### config.mk
export PLATFORM = sky130hd
export DESIGN_NAME = xor_parity_rx
export DESIGN_NICKNAME = d
export VERILOG_FILES = /design/src/rtl/xor_parity_rx.sv
export SDC_FILE = /design/constraint.sdc
export NUM_CORES = 1
export LEC_CHECK = 0
export ABC_AREA = 1
export ABC_CLOCK_PERIOD_IN_PS = 1800
export CAP_MARGIN = 15
export CELL_PAD_IN_SITES_DETAIL_PLACEMENT = 0
export CELL_PAD_IN_SITES_GLOBAL_PLACEMENT = 1
export CORE_ASPECT_RATIO = 1.25
export CORE_UTILIZATION = 38
export CTS_BUF_LIST = sky130_fd_sc_hd__clkbuf_4 sky130_fd_sc_hd__clkbuf_8 sky130_fd_sc_hd__clkbuf_16
export DETAILED_ROUTE_END_ITERATION = 16
export PLACE_DENSITY = 0.89
export SLEW_MARGIN = 30
export SYNTH_ARGS = -nofsm -noshare
export SYNTH_HDL_FRONTEND = slang
export SYNTH_SLANG_ARGS = --single-unit
### constraint.sdc
create_clock -name clk -period 1.8 [get_ports clk]
set_input_delay 0.54 -clock clk [delete_from_list [all_inputs] [get_ports clk]]
set_output_delay 0.54 -clock clk [all_outputs]
set_load 0.02 [all_outputs]
### src/rtl/xor_parity_rx.sv
// ============================================================================
// Module   : xor_parity_rx
// Purpose  : Serial parity-checking receiver. Deframes a start bit (1),
//            DATA_W data bits (LSB first) and one parity bit, checks parity
//            with an XOR reduction and presents the word on a valid/ready
//            output slot. Receive end of the XOR-parity serial link.
// Ports    : clk        - sole clock, rising edge
//            rst        - synchronous active-high reset
//            ser_in     - serial data bit
//            ser_valid  - qualifies ser_in; a bit is consumed only when 1
//            out_data   - received word (DATA_W bits)
//            out_perr   - parity (or framing) error for out_data
//            out_valid  - out_data/out_perr valid
//            out_ready  - downstream accepts when out_valid & out_ready
//            overrun    - 1-cycle pulse: completed frame dropped, slot full
//            busy       - receiver FSM not idle
// Params   : DATA_W (2..32), ODD_PARITY (0 = even, 1 = odd)
// Macro    : XOR_PARITY_RX_STOP_BIT_EN - adds a trailing stop bit (must be
//            0); a stop bit of 1 forces out_perr for that word.
// Revision : 1.0 - initial release
// ============================================================================
`default_nettype none

module xor_parity_rx #(
    parameter int DATA_W     = 8,
    parameter int ODD_PARITY = 0
) (
    input  logic              clk,
    input  logic              rst,
    input  logic              ser_in,
    input  logic              ser_valid,
    output logic [DATA_W-1:0] out_data,
    output logic              out_perr,
    output logic              out_valid,
    input  logic              out_ready,
    output logic              overrun,
    output logic              busy
);

    localparam int               CNT_W      = (DATA_W > 1) ? $clog2(DATA_W) : 1;
    localparam logic [CNT_W-1:0] c_LAST_BIT = CNT_W'(DATA_W - 1);
    localparam logic             c_ODD      = (ODD_PARITY != 0);

    typedef enum logic [1:0] {
        c_ST_IDLE   = 2'd0,
        c_ST_DATA   = 2'd1,
`ifdef XOR_PARITY_RX_STOP_BIT_EN
        c_ST_PARITY = 2'd2,
        c_ST_STOP   = 2'd3
`else
        c_ST_PARITY = 2'd2
`endif
    } state_t;

    state_t              r_state_q,    w_state_d;
    logic [CNT_W-1:0]    r_cnt_q,      w_cnt_d;
    logic [DATA_W-1:0]   r_shreg_q,    w_shreg_d;
`ifdef XOR_PARITY_RX_STOP_BIT_EN
    logic                r_par_q,      w_par_d;
`endif
    logic [DATA_W-1:0]   r_out_data_q,  w_out_data_d;
    logic                r_out_perr_q,  w_out_perr_d;
    logic                r_out_valid_q, w_out_valid_d;
    logic                r_overrun_q,   w_overrun_d;
    logic                r_busy_q,      w_busy_d;

    logic                w_frame_done;
    logic                w_frame_perr;
    logic                w_slot_free;

    // ------------------------------------------------------------------
    // Deframer: next state, bit counter, shift register, completion flag.
    // Nothing moves unless ser_valid is high.
    // ------------------------------------------------------------------
    always_comb begin
        w_state_d    = r_state_q;
        w_cnt_d      = r_cnt_q;
        w_shreg_d    = r_shreg_q;
`ifdef XOR_PARITY_RX_STOP_BIT_EN
        w_par_d      = r_par_q;
`endif
        w_frame_done = 1'b0;
        w_frame_perr = 1'b0;

        if (ser_valid) begin
            case (r_state_q)
                c_ST_IDLE: begin
                    // A 0 on the line is idle; a 1 is the start bit.
                    if (ser_in) begin
                        w_state_d = c_ST_DATA;
                        w_cnt_d   = '0;
                    end
                end
                c_ST_DATA: begin
                    w_shreg_d[r_cnt_q] = ser_in;
                    if (r_cnt_q == c_LAST_BIT) begin
                        w_state_d = c_ST_PARITY;
                        w_cnt_d   = '0;
                    end else begin
                        w_cnt_d = r_cnt_q + CNT_W'(1);
                    end
                end
                c_ST_PARITY: begin
`ifdef XOR_PARITY_RX_STOP_BIT_EN
                    w_par_d   = ser_in;
                    w_state_d = c_ST_STOP;
`else
                    // All data bits are already in the shift register here.
                    w_frame_done = 1'b1;
                    w_frame_perr = (^r_shreg_q) ^ ser_in ^ c_ODD;
                    w_state_d    = c_ST_IDLE;
`endif
                end
`ifdef XOR_PARITY_RX_STOP_BIT_EN
                c_ST_STOP: begin
                    // A stop bit of 1 is a framing error, reported as perr.
                    w_frame_done = 1'b1;
                    w_frame_perr = ((^r_shreg_q) ^ r_par_q ^ c_ODD) | ser_in;
                    w_state_d    = c_ST_IDLE;
                end
`endif
                default: begin
                    w_state_d = c_ST_IDLE;
                end
            endcase
        end
    end

    // ------------------------------------------------------------------
    // Output slot. A handshake in the completion cycle frees the slot, so
    // the new word replaces the accepted one without an overrun.
    // ------------------------------------------------------------------
    assign w_slot_free = !r_out_valid_q || out_ready;

    always_comb begin
        w_out_data_d  = r_out_data_q;
        w_out_perr_d  = r_out_perr_q;
        w_out_valid_d = r_out_valid_q;
        w_overrun_d   = 1'b0;

        if (w_frame_done) begin
            if (w_slot_free) begin
                w_out_data_d  = r_shreg_q;
                w_out_perr_d  = w_frame_perr;
                w_out_valid_d = 1'b1;
            end else begin
                w_overrun_d = 1'b1;
            end
        end else if (r_out_valid_q && out_ready) begin
            w_out_valid_d = 1'b0;
        end

        w_busy_d = (w_state_d != c_ST_IDLE);
    end

    always_ff @(posedge clk) begin
        if (rst) begin
            r_state_q     <= c_ST_IDLE;
            r_cnt_q       <= '0;
            r_shreg_q     <= '0;
`ifdef XOR_PARITY_RX_STOP_BIT_EN
            r_par_q       <= 1'b0;
`endif
            r_out_data_q  <= '0;
            r_out_perr_q  <= 1'b0;
            r_out_valid_q <= 1'b0;
            r_overrun_q   <= 1'b0;
            r_busy_q      <= 1'b0;
        end else begin
            r_state_q     <= w_state_d;
            r_cnt_q       <= w_cnt_d;
            r_shreg_q     <= w_shreg_d;
`ifdef XOR_PARITY_RX_STOP_BIT_EN
            r_par_q       <= w_par_d;
`endif
            r_out_data_q  <= w_out_data_d;
            r_out_perr_q  <= w_out_perr_d;
            r_out_valid_q <= w_out_valid_d;
            r_overrun_q   <= w_overrun_d;
            r_busy_q      <= w_busy_d;
        end
    end

    assign out_data  = r_out_data_q;
    assign out_perr  = r_out_perr_q;
    assign out_valid = r_out_valid_q;
    assign overrun   = r_overrun_q;
    assign busy      = r_busy_q;

endmodule

`default_nettype wire

* Word level (Yosys, flattened, before mapping)
Cells that the tools add are included.
Operators by class: order comparisons 2, equality and inequality tests 5, reductions and logical operators 14, bitwise gates (word level) 2, multiplexer cells 18, add/subtract/negate cells 1
Operators by type and width (count):
- $mux W1 | 9
- $bwmux W8 | 1
- $reduce_xor A8 Y1 | 1
- $mux W2 | 3
- $mux W3 | 2
- $pmux W3 S2 | 1
- $reduce_and A2 Y1 | 3
- $reduce_bool A2 Y1 | 3
- $lt A3 B4 Y1 const B | 1
- $pmux W2 S2 | 1
- $add A3 B1 Y3 const B | 1
- $demux W1 S3 | 1
- $eq A3 B3 Y1 const B | 1
- $ge A3 B1 Y1 const B | 1
- $reduce_and A3 Y1 | 1
- $eq A2 B1 Y1 const B | 1
- $eq A2 B2 Y1 const B | 1
- $logic_and A1 B1 Y1 | 2
- $logic_not A2 Y1 | 1
- $ne A2 B1 Y1 const B | 1
- $ne A2 B2 Y1 const B | 1
- $reduce_or A2 Y1 | 1
- $logic_not A1 Y1 | 1
- $logic_or A1 B1 Y1 | 1
- 2 further kinds | 2
Storage, ports and cells: bits in registers 25, input port bits 5, output and inout port bits 12

* Logic depth before layout (Yosys ltp)
Gate-level depths: netlist of run 1.
depth after elaboration 5, depth in mapped cells 9, gate-level depth less buffers 9

* Least setup slack after synthesis of run 1
Ideal clock, no wire load.
path type register to register, from register r_cnt_q[0], to register r_state_q[0], path slack 507 ps, arrival time 1236 ps, library setup time 56 ps, path buffers 0, data required time 1744 ps, cell stages (with the launch flop) 9, cell sequence dfxtp_1 ha_1 ha_1 inv_1 nand2_1 nand2_1 a21oi_1 or2_2 inv_1
Between the ends: longest elaborated chain between the ends 4
Ends and longest elaborated chain:
- from (decl) | line 56 | logic [CNT_W-1:0] r_cnt_q, w_cnt_d;
- from (signal assigned) | line 171 | r_cnt_q <= w_cnt_d;
- $eq A3 B3 Y1 | line 96 | if (r_cnt_q == c_LAST_BIT) begin
- $mux W2 | line 96
- $pmux W2 S2 | line 86 | case (r_state_q)
- $mux W2 | line 85 | if (ser_valid) begin
- to (signal assigned) | line 158 | r_state_q <= c_ST_IDLE;
- to (signal assigned) | line 170 | r_state_q <= w_state_d;
- to (decl) | line 55 | state_t r_state_q, w_state_d;
No other way between the ends. A chain may end at the register's enable or synchronous reset.

* Final worst setup path of run 1
from register r_out_data_q[5] (netlist: out_data[5]), to output port out_data[5]
RTL lines:
- from (decl) | line 61 | logic [DATA_W-1:0] r_out_data_q, w_out_data_d;
- from (signal assigned) | line 176 | r_out_data_q <= w_out_data_d;
- to (decl) | line 32 | output logic [DATA_W-1:0] out_data,
No word-level cell between the ends.

==> results of run 1 <==
==> area by class of cell <==
type | count | area [um^2]
Sequential cell | 25 | 500
Tap cell | 36 | 45.0
Inverter | 28 | 105
Clock buffer | 4 | 30.0
Timing Repair Buffer | 23 | 226
Fill cell | 297 | 1490
Multi-Input combinational cell | 115 | 574
==> cell usage in the layout, fill, tap and decap left out, types with 2 or more instances in the layout <==
cell type	netlist	routed
inv_1	27	27
xnor2_1	2	2
buf_4	0	5
a21oi_1	19	19
o21ai_2	2	2
nand2_1	40	40
buf_12	0	2
clkdlybuf4s50_1	0	4
nand3_1	8	8
or2_2	2	2
ha_1	2	2
dlygate4sd2_1	0	11
nor2_1	17	17
clkbuf_4	0	4
nor2_4	3	3
dfxtp_1	25	25
o21ai_0	14	14
==> timing repair <==
| action | CTS | global route |
|---|---|---|
| resized for setup | 11 | 1 |
| hold buffers | 0 | 0 |
| pin swaps | 0 | 0 |
| endpoints found under the setup margin | 11 | 1 |
==> power by group through the flow <==
| stage | clock network (mW) | registers, mW | logic, mW |
|---|---|---|---|
| floorplan | 0 | 0.580 | 0.0510 |
| global placement | 0 | 0.579 | 0.0859 |
| detailed placement | 0 | 0.579 | 0.0897 |
| CTS | 0.278 | 0.567 | 0.0889 |
| global route | 0.295 | 0.568 | 0.0990 |
| finish | 0.270 | 0.566 | 0.0880 |
==> synth_stat cells (all sizes together) <==
cell type | n | area share [%]
clkbuf | 2 | 0.62
buf | 2 | 1.4
xnor2 | 2 | 1.5
nand2 | 41 | 13
ha | 2 | 2.1
nand3 | 9 | 4.8
o22ai | 1 | 0.52
inv | 28 | 8.7
dfxtp | 25 | 42
nor3 | 1 | 0.42
o21ai | 17 | 7.7
nor2 | 20 | 8.1
or2 | 2 | 1.0
a21oi | 20 | 8.6
==> routing by layer <==
layer,GRT usage (%),wire (um)
met1,16.9,998
met2,29.3,1230
met3,2.11,52
met4,6.91,29
met5,0,0
==> registers in the layout, indices dropped and copies added (netlist names) <==
name,cells
out_perr,1
overrun,1
r_state_q,2
r_shreg_q,8
out_data,8
busy,1
out_valid,1
r_cnt_q,3
==> worst max path at each step <==
stage	start	end	slack [ns]	cells past startpoint
2_1_floorplan	r_cnt_q[0]$_SDFFE_PP0P_	r_state_q[0]$_SDFF_PP0_	0.51	8
3_3_place_gp	ser_valid	r_shreg_q[2]$_SDFFE_PP0P_	-0.04	6
3_5_place_dp	ser_valid	r_shreg_q[4]$_SDFFE_PP0P_	-0.08	6
4_1_cts	overrun$_SDFF_PP0_	overrun	0.008	1
5_1_grt	out_data[7]$_SDFFE_PP0P_	out_data[7]	0.18	1
6_report	out_data[5]$_SDFFE_PP0P_	out_data[5]	0.24	1
==> metrics by stage <==
step / cells / hold slack, ns
final: 231 / 0.495
after global routing: 231 / 0.529
after CTS: 231 / 0.500
after detailed placement: 227 / 0.480
after global placement: 227 / 0.484
after floorplan: 172 / 0.451
==> cells by family (layout without fill, tap and decap cells) <==
logic type,after synthesis,count (layout),synth area share (%)
xor+xnor,2,2,1.46
flops,25,25,41.6
compound gates,38,38,16.8
buf+inv,32,55,10.7
fa+ha+maj,2,2,2.08
simple gates,73,73,27.3
==> key figures, run 1 <==
Run status
  • Status: finished clean

Min path
  • Hold Path Sink: r_shreg_q[7]$_SDFFE_PP0P_
  • HP Start: r_shreg_q[7]$_SDFFE_PP0P_
  • Class of the worst hold path: reg2reg
  • Hold path depth: 2

Floorplan
  • Die Ht: 64.9 um
  • # rows: 22
  • Die Area: 3400 um^2
  • Die width: 52.3 um
  • Core area: 2970 um^2
  • Total I/O pin count: 17
  • Initial core utilization: 40.5%

Place
  • Gpl congestion: 0.736
  • Port Buffers: 16
  • Pre-CTS setup slack: -0.0813 ns
  • Post-place instance area: 1460 um^2
  • DP HPWL: 1800 um

Detailed routing
  • Total Wirelength: 2310 um
  • Routed vias: 1090
  • DRC: 0
  • Initial DRC count: 29
  • Post-route ant nets: 0
  • Wirelength per Cell: 10.0 um
  • Vias/cell: 4.72
  • TritonRoute pass-1 iters: 4

Clock tree
  • Cts bufs inserted: 3
  • CTS Buffer Depth: 2
  • Clock transition at the registers of the reported paths: 0.13 ns
  • H-tree levels: 1
  • Postcts setup bufs: 0
  • Clock Tree Root: clkbuf_4
  • Clock latency on the worst-skew pair: 0.33 ns
  • Clk sink count: 25
  • TritonCTS clock tree: yes

Synthesis
  • Synth Register Bits: 25
  • Synth Instances: 172
  • Syn Nets: 179
  • Synthesized area: 1200 um^2
  • Mean post-synth cell area: 7.00 um^2
  • Post-synthesis sequential area ratio: 41.6%
  • Yosys warning total: 0
  • Library cells used by synthesis: 22

STA
  • Slew Limit Fails: 0
  • Headroom to the max-slew limit: 82.6%
  • Setup TNS: 0 ns
  • Worst Skew: 0.00575 ns
  • Final hold violations: 0
  • Max Fclk: 641 MHz
  • Final period utilization: 86.7%
  • Worst-Margin Slew: 0.260 ns
  • Tmin final: 1.56 ns
  • RSZ-0062 raised after global routing: false
  • Final WS setup: 0.239 ns
  • Final setup fails: 0

Setup path
  • CP delay by family, top: flip-flops
  • Worst path max stage delay: 0.37 ns
  • Critical Path, Cell by Cell: dlygate4sd2_1
  • Reg2reg start: r_cnt_q[0]$_SDFFE_PP0P_
  • Crit-path slowest cell: dfxtp_1
  • R2r setup slk: 0.36 ns
  • Worst endpoint required time: 1.26 ns
  • R2R cell count: 8
  • Critical Path End Type: primary output
  • FF-to-FF End: r_state_q[0]$_SDFF_PP0_
  • Crit path kind: reg2out
  • Buf+Inv Stages, Crit Path: 1
  • Crit path arrival time: 1.02 ns
  • CP startpoint kind: flip-flop
  • CP max FO: 2

GRT
  • Vias in the first global route: 1068
  • Initial antenna violation count: 0
  • GRT overflow: 0
  • First-pass GRT wire length: 4110 um
  • Tot GR Track Use: 15.8%
  • Pin count of the biggest net entering global routing: 18

Power and ir drop
  • Switching share of power: 24.2%
  • Clk pwr share: 29.2%
  • Sequential share of power: 61.3%
  • Peak VDD IR: 0.338 mV
  • Internal cell power: 701 uW
  • Power Density: 624 nW/um^2
  • Switching power: 224 uW
  • Logic pwr share: 9.5%
  • Leak: 0.722 nW
  • Overall power: 924 uW

Final layout
  • Layout cells sized above 1: 11.3%
  • Final nets: 203
  • P&R area growth vs syn: 23.1%
  • Post-layout util: 49.8%
  • Antenna Cells: 0
  • Final Cell Area: 1480 um^2

Job
  • Total of max-cap violations: 0
No activity file was read; power rests on OpenSTA's default activity.
==> run 2, diff against run 1 <==
--- a/config.mk
+++ b/config.mk
@@ -15,6 +15,7 @@
 export CTS_BUF_LIST = sky130_fd_sc_hd__clkbuf_4 sky130_fd_sc_hd__clkbuf_8 sky130_fd_sc_hd__clkbuf_16
 export DETAILED_ROUTE_END_ITERATION = 16
 export PLACE_DENSITY = 0.89
+export RECOVER_POWER = 50
 export SLEW_MARGIN = 30
 export SYNTH_ARGS = -nofsm -noshare
 export SYNTH_HDL_FRONTEND = slang
==> run 2 against run 1 <==
Against the previous run: clock skew is essentially flat; final cell count is the same; clock power is essentially flat; die area is the same; maximum frequency shrank 2.4%; non-clock buffer count is the same; largest power group unchanged.
==> key figures, run 2 (synthesized netlist as in run 1, its figures left out) <==
Run status
  • Status: finished clean

Detailed routing
  • TritonRoute pass-1 iters: 4
  • Metal3 WL: 50 um
  • Top Metal Used: met4
  • Total Wirelength: 2330 um
  • Post-route ant nets: 0
  • WL met2: 1210 um
  • Vias/cell: 4.71
  • Wirelength per Cell: 10.1 um
  • Initial DRC count: 24
  • WL met1: 1020 um
  • Routed vias: 1087
  • DRC: 0

STA
  • Final hold violations: 0
  • Slew Limit Fails: 0
  • Final WS setup: 0.202 ns
  • Final period utilization: 88.8%
  • Worst Skew: 0.00581 ns
  • Final setup fails: 0
  • Headroom to the max-slew limit: 82.6%
  • Setup TNS: 0 ns
  • Max Fclk: 626 MHz
  • Worst-Margin Slew: 0.260 ns
  • Hold WS: 0.495 ns
  • Tmin final: 1.60 ns
  • RSZ-0062 raised after global routing: false

Setup path
  • Worst endpoint required time: 2.03 ns
  • Worst path max stage delay: 0.67 ns
  • Critical Path End Type: flip-flop
  • R2r setup slk: 0.36 ns
  • CP delay by family, top: buffers and inverters
  • Crit-path slowest cell: dlygate4sd3_1
  • WP depth: 6
  • Buf+Inv Stages, Crit Path: 1
  • Crit path arrival time: 1.82 ns
  • Critical Path, Cell by Cell: dlygate4sd3_1 -> nand2_2 -> nor2_4 -> nand2_1 -> o21ai_0 -> a21oi_1
  • R2R cell count: 8
  • Reg2reg start: r_cnt_q[0]$_SDFFE_PP0P_
  • CP max FO: 5
  • FF-to-FF End: r_state_q[0]$_SDFF_PP0_
  • Crit path kind: in2reg
  • CP startpoint kind: input port

Final layout
  • Layout cells sized above 1: 11.3%
  • Antenna Cells: 0
  • Commonest cells after routing, fill and taps aside: nand2_1, inv_1, dfxtp_1
  • P&R area growth vs syn: 22.3%
  • Most common cell after layout, fill and taps aside: nand2_1
  • Final nets: 203
  • Fillcell total: 300
  • Final Non-Filler Cells: 231

Min path
  • Hold Path Sink: r_shreg_q[7]$_SDFFE_PP0P_
  • Hold path depth: 2
  • HP Start: r_shreg_q[7]$_SDFFE_PP0P_
  • Class of the worst hold path: reg2reg

Place
  • Gpl congestion: 0.736
  • Pre-CTS setup slack: -0.0813 ns
  • DP HPWL: 1800 um
  • Port Buffers: 16
  • Placed instance count: 227

Power and ir drop
  • Sequential share of power: 61.4%
  • Leak: 0.701 nW
  • Logic pwr share: 9.5%
  • Switching share of power: 24.1%
  • Clk pwr share: 29.1%
  • Switching power: 222 uW
  • Power Density: 626 nW/um^2
  • Internal cell power: 700 uW
  • Overall power: 922 uW
  • Peak VDD IR: 0.338 mV

Floorplan
  • Die Area: 3400 um^2
  • Die width: 52.3 um
  • Core area: 2970 um^2
  • Die Ht: 64.9 um
  • # rows: 22
  • Initial core utilization: 40.5%
  • Total I/O pin count: 17

GRT
  • Tot GR Track Use: 15.8%
  • Initial antenna violation count: 0
  • Vias in the first global route: 1068
  • First-pass GRT wire length: 4110 um
  • GRT overflow: 0
  • Pin count of the biggest net entering global routing: 18

Clock tree
  • Post-cts resize count: 11
  • H-tree levels: 1
  • Clk sink count: 25
  • Cts bufs inserted: 3
  • CTS Buffer Depth: 2
  • Postcts setup bufs: 0
  • TritonCTS clock tree: yes
  • Clock Tree Root: clkbuf_4
  • Clock transition at the registers of the reported paths: 0.13 ns
  • Clock latency on the worst-skew pair: 0.32 ns
  • Number of hold buffers added after CTS: 0

Job
  • Total of max-cap violations: 0
==> run 2: cell count changes in the layout (fill, tap and decap cells not counted) <==
| cell | change |
|---|---|
| buf_4 | -1 |
| clkbuf_1 | +1 |
| clkbuf_4 | +1 |
| clkdlybuf4s50_1 | -1 |
| dlygate4sd3_1 | +1 |
| dlymetal6s2s_1 | -1 |
==> run 2: power by group through the flow <==
stage                     Clock [mW]  Combinational, mW  Sequential [mW]
after CTS                      0.278             0.0889            0.567
final                          0.268             0.0876            0.566
after global placement             0             0.0859            0.579
after floorplan                    0             0.0510            0.580
after global routing           0.295             0.0984            0.568
after detailed placement           0             0.0897            0.579
==> run 2: worst min-delay path: stages, from the launching register on <==
cell and delay [ns]:
dfxtp_1 0.35, nand2_1 0.07, a21oi_1 0.05
==> run 2: worst max-delay path by stage <==
stage	start	end	slack, ns
global route	ser_valid	r_shreg_q[4]$_SDFFE_PP0P_	0.12
global placement	ser_valid	r_shreg_q[2]$_SDFFE_PP0P_	-0.04
floorplan	r_cnt_q[0]$_SDFFE_PP0P_	r_state_q[0]$_SDFF_PP0_	0.51
detailed placement	ser_valid	r_shreg_q[4]$_SDFFE_PP0P_	-0.08
CTS	overrun$_SDFF_PP0_	overrun	0.008
finish	ser_valid	r_shreg_q[4]$_SDFFE_PP0P_	0.20
==> run 2: area by class of cell <==
type	instances	area (um^2)	area share, %
clock buffer	4	30.0	2.04
inverter	28	105	7.14
multi-input combinational	115	574	39.0
sequential	25	500	34.0
tap	36	45.0	3.06
timing repair buffer	23	218	14.8
==> run 2: stage by stage <==
stage,util (%),area (um^2)
after floorplan,-,1200
after global placement,49.2,1460
after detailed placement,49.2,1460
after CTS,49.7,1480
after global routing,49.5,1470
final,49.5,1470
==> run 2: metal layers <==
metal	vias to the layer above	GRT usage [%]
met2	12	29.3
met3	5	2.11
met1	485	16.9
li1	585	-
met5	-	0
met4	0	6.91
